==> config.mk <==
export PLATFORM = sky130hd
export DESIGN_NAME = diff_scan_unit
export DESIGN_NICKNAME = d
export VERILOG_FILES = /design/src/rtl/diff_scan_unit.sv
export SDC_FILE = /design/constraint.sdc
export NUM_CORES = 1
export LEC_CHECK = 0
export CELL_PAD_IN_SITES_DETAIL_PLACEMENT = 0
export CELL_PAD_IN_SITES_GLOBAL_PLACEMENT = 1
export CORE_MARGIN = 10
export CORE_UTILIZATION = 35
export CTS_CLUSTER_DIAMETER = 40
export DETAILED_ROUTE_END_ITERATION = 8
export MAX_ROUTING_LAYER = met4
export PLACE_DENSITY = 0.86
export RECOVER_POWER = 50
export SYNTH_ARGS = -nofsm -noshare
export SYNTH_HDL_FRONTEND = slang
export SYNTH_SLANG_ARGS = --single-unit
==> constraint.sdc <==
create_clock -name clk -period 4.45 [get_ports clk]
set_input_delay 0.6675 -clock clk [delete_from_list [all_inputs] [get_ports clk]]
set_output_delay 0.6675 -clock clk [all_outputs]
set_load 0.02 [all_outputs]
==> src/rtl/diff_scan_unit.sv <==
// Chunk-serial scanner that reports the 1-based position of the least- or
// most-significant bit at which two operands differ, one CHUNK per clock.
module diff_scan_unit #(
  parameter int WIDTH = 32,
  parameter int CHUNK = 8
) (
  input  logic                       clk,
  input  logic                       rst,
  input  logic                       start,
  input  logic                       mode,
  input  logic [WIDTH-1:0]           a,
  input  logic [WIDTH-1:0]           b,
  output logic                       busy,
  output logic                       done,
  output logic                       found,
  output logic [$clog2(WIDTH+1)-1:0] result
);

  localparam int NCHUNK = WIDTH / CHUNK;
  localparam int IDXW   = $clog2(WIDTH + 1);
  localparam int KW     = (NCHUNK > 1) ? $clog2(NCHUNK) : 1;

  localparam logic [1:0] IDLE = 2'd0;
  localparam logic [1:0] SCAN = 2'd1;
  localparam logic [1:0] DONE = 2'd2;

  logic [1:0]       r_state;
  logic [KW-1:0]    r_k;
  logic [WIDTH-1:0] r_x;
  logic             r_mode;
  logic             r_found;
  logic [IDXW-1:0]  r_result;

  logic [CHUNK-1:0] w_chunk;
  logic [IDXW-1:0]  w_base;
  logic [IDXW-1:0]  w_off;
  logic [IDXW-1:0]  w_pos;
  logic             w_nz;
  logic             w_last;

  // Mode 0 walks chunks upward from bit 0, mode 1 walks downward from the MSB.
  // NOTE: every always_comb output gets a default first so no latch is inferred.
  always_comb begin
    w_chunk = '0;
    w_base  = '0;
    for (int c = 0; c < NCHUNK; c++) begin
      if (r_k == KW'(c)) begin
        if (r_mode) begin
          w_chunk = r_x[WIDTH-1-c*CHUNK -: CHUNK];
          w_base  = IDXW'(WIDTH - CHUNK - c*CHUNK);
        end else begin
          w_chunk = r_x[c*CHUNK +: CHUNK];
          w_base  = IDXW'(c*CHUNK);
        end
      end
    end
  end

  // Loop order decides which set bit wins: last assignment is kept.
  always_comb begin
    w_off = '0;
    if (r_mode) begin
      for (int j = 0; j < CHUNK; j++)
        if (w_chunk[j]) w_off = IDXW'(j);
    end else begin
      for (int j = CHUNK - 1; j >= 0; j--)
        if (w_chunk[j]) w_off = IDXW'(j);
    end
  end

  assign w_nz   = |w_chunk;
  assign w_last = (r_k == KW'(NCHUNK - 1));
  assign w_pos  = w_base + w_off + IDXW'(1);

  // NOTE: sequential state uses non-blocking assignments so all registers
  // update together from pre-edge values.
  always_ff @(posedge clk) begin
    if (rst) begin
      r_state  <= IDLE;
      r_k      <= '0;
      r_x      <= '0;
      r_mode   <= 1'b0;
      r_found  <= 1'b0;
      r_result <= '0;
    end else begin
      case (r_state)
        IDLE: begin
          if (start) begin
            r_x     <= a ^ b;
            r_mode  <= mode;
            r_k     <= '0;
            r_state <= SCAN;
          end
        end
        SCAN: begin
          if (w_nz) begin
            r_result <= w_pos;
            r_found  <= 1'b1;
            r_state  <= DONE;
          end else if (w_last) begin
            r_result <= '0;
            r_found  <= 1'b0;
            r_state  <= DONE;
          end else begin
            r_k <= r_k + KW'(1);
          end
        end
        DONE:    r_state <= IDLE;
        default: r_state <= IDLE;
      endcase
    end
  end

  assign busy   = (r_state == SCAN);
  assign done   = (r_state == DONE);
  assign found  = r_found;
  assign result = r_result;

endmodule

==> metrics.cfg <==
[floorplan]
io_pins=77
die_y_microns=109
core_area_sq_mm=0.00769
die_w_microns=109
floorplan.initialDensity_pct=35.8
num_rows=32
dieArea_sq_mm=0.0118

[synthesis]
synthDistinctLibCells=48
yosysSeqAreaShare_pct=32.0
synth_cells=326
synth_area_sq_mm=0.00275
synth.area.mux_share_pct=6.95
synth-xor-area-share_pct=11.1
ys_ff_latch=44
synth_ff_type=dfxtp_1
synth_edf_count=0
syn-mean-instance-area_sq_um=8.45
synth_top_family_by_area=compound AO/OA/AOI/OAI gates
yosys.area_share.adder_pct=2.27
async_flop_share_pct=0
synthesis.nets=399
synth_compound_area_share_pct=22.7
synth-simple-area-share_pct=19.9
yosysWarnings=0

[route]
drc=0
dr.pass1.iters=4
wl_met1_microns=3380
vias=2495
ant_nets=0
route.met2.wl_microns=3160
drtIter0Drc=120
wl_met3_microns=188
wl_per_cell_microns=13.9
vias_per_cell=5.09
top_layer=met4
routed_wl_microns=6800

[status]
outcome=finished, violations left
violations=max-capacitance violations, max-slew violations

[final_layout]
area_growth_pct=32.8
drive_above_1_share_pct=5.15
finalNetCount=460
final_cell_mix=clkdlybuf4s50_1 (68), nor2_1 (52), dfxtp_1 (44)
diodes=0
mostFrequentLayoutCell=clkdlybuf4s50_1
fill_cells=779

[worst_setup_path]
end_kind=register
slowest_stage=or4b_4
cp_top_family=compound AO/OA/AOI/OAI gates
cp.arrival_ns=3.91
critical_path_buf_inv_count=1
worst_ep_required_time_ns=4.68
worstSetupPathType=register to register
cp_cell_sequence=inv_1 -> ha_1 -> or4b_4 -> o22a_1 -> a211o_1 -> a221o_1 -> a31o_1 -> a21oi_2 -> ha_1 -> o2111ai_1 -> xor2_1 -> o21ai_0
slowest_delay_ns=0.67
path_max_fanout=19
critPathLaunchType=register
cp_common_cell=ha_1

[clock_tree]
clock-root-buffer=clkbuf_8
postCtsHoldBufs=0
clk_pin_slew_ns=0.08
numClockSinks=44
cts_buffers=5
clockBufferDepth=2
cts_tree=yes
htreeDepth=2
clk_latency_ns=0.30
post_cts_buffers=0
cts-resized-gates=0

[placement]
place.detailed.hpwl_microns=5440
port_buffers=76
gp_congestion=0.821

[timing]
setup_tns_ns=0
period_share_pct=82.7
setup_viol=0
period_minus_slack_ns=3.68
rsz0062_at_grt=no
skew_ns=0.00768
max_freq_mhz=272
slew_violations=70
finalHoldViolCount=0
slew_headroom_pct=-72.3
worstMarginPinSlew_ns=2.58

[grt]
grtUsageTotal_pct=11.2
antenna_found_initial=0
grt_pass1_vias=2331
grt_max_degree=70
grt_overflow_total=0
grt_pass1_wl_microns=10600

[power_and_ir_drop]
p_per_area_mw_per_mm2=300
power_mw=1.10
power.leakage_nw=1.21
vdd_drop_max_mv=0.123

[hold_path]
hold_class=register to register

[flow_run]
drv_cap=1

## through the flow
stage	area [sq um]	hold slack, ns	worst slack (ns)	instances	utilization (%)
after global routing	3660	0.473	0.457	490	47.6
after global placement	3550	0.439	0.887	482	46.1
after CTS	3670	0.459	0.764	490	47.7
after floorplan	2750	0.490	1.15	326	-
after detailed placement	3550	0.443	0.794	482	46.1
final	3660	0.449	0.770	490	47.6
## kinds of logic (layout without fill, tap and decap cells)
kind of cell    after synthesis  in the layout
simple gates                108            108
compound gates               86             86
flops                        44             44
xor+xnor                     35             35
buf+inv                      29             91
mux                          19             19
fa+ha+maj                     5              5
## tightest hold or removal path, stage by stage (launching register included)
cell,delay [ns]
dfxtp_1,0.31
nand2_1,0.05
o21ai_1,0.05
## flip-flops by register name (all words and copies together) (netlist names)
register	count
result	6
r_k	2
r_mode	1
r_state	2
r_x	32
found	1
## Yosys cell counts (all sizes together), types with 4 or more instances
cell | instances | area [sq um]
a32oi | 9 | 78.8
nand3b | 16 | 120
a21oi | 11 | 58.8
o21ai | 8 | 40.0
a211oi | 35 | 268
nor2 | 52 | 195
o22ai | 9 | 56.3
nand2 | 18 | 67.6
dfxtp | 44 | 881
clkbuf | 12 | 45.0
nor4 | 5 | 37.5
mux2i | 18 | 180
ha | 5 | 62.6
inv | 4 | 15.0
buf | 13 | 78.8
xnor2 | 32 | 280
## final cells by class
type,instances,area (sq um),area share (%)
Clock inverter,2,38.8,1.06
Clock buffer,6,82.6,2.26
Timing Repair Buffer,79,779,21.3
Multi-Input combinational cell,253,1730,47.4
Sequential cell,44,881,24.1
Inverter,4,15.0,0.410
Tap cell,102,128,3.49
## worst paths after layout
check                                            start                endpoint  slack (ns)  cells after the start
worst max register to register     r_k[0]$_SDFFE_PP0P_  result[4]$_SDFFE_PP0P_        0.77                     12
worst min register to register  result[0]$_SDFFE_PP0P_  result[0]$_SDFFE_PP0P_        0.45                      2
worst min-delay path            result[0]$_SDFFE_PP0P_  result[0]$_SDFFE_PP0P_        0.45                      2
worst max-delay path               r_k[0]$_SDFFE_PP0P_  result[4]$_SDFFE_PP0P_        0.77                     12
## layer usage
metal  track usage [%]  vias to the layer above
met5                 -                        -
met2              17.9                       56
li1                  -                     1310
met3              2.06                        5
met1              14.3                     1124
met4              2.82                        0
## power breakdown
part	internal [mW]	total, mW	switching, mW
clock	0.184	0.325	0.141
combinational	0.161	0.308	0.147
sequential	0.430	0.464	0.0334
Power figures use the tool's default switching activity.
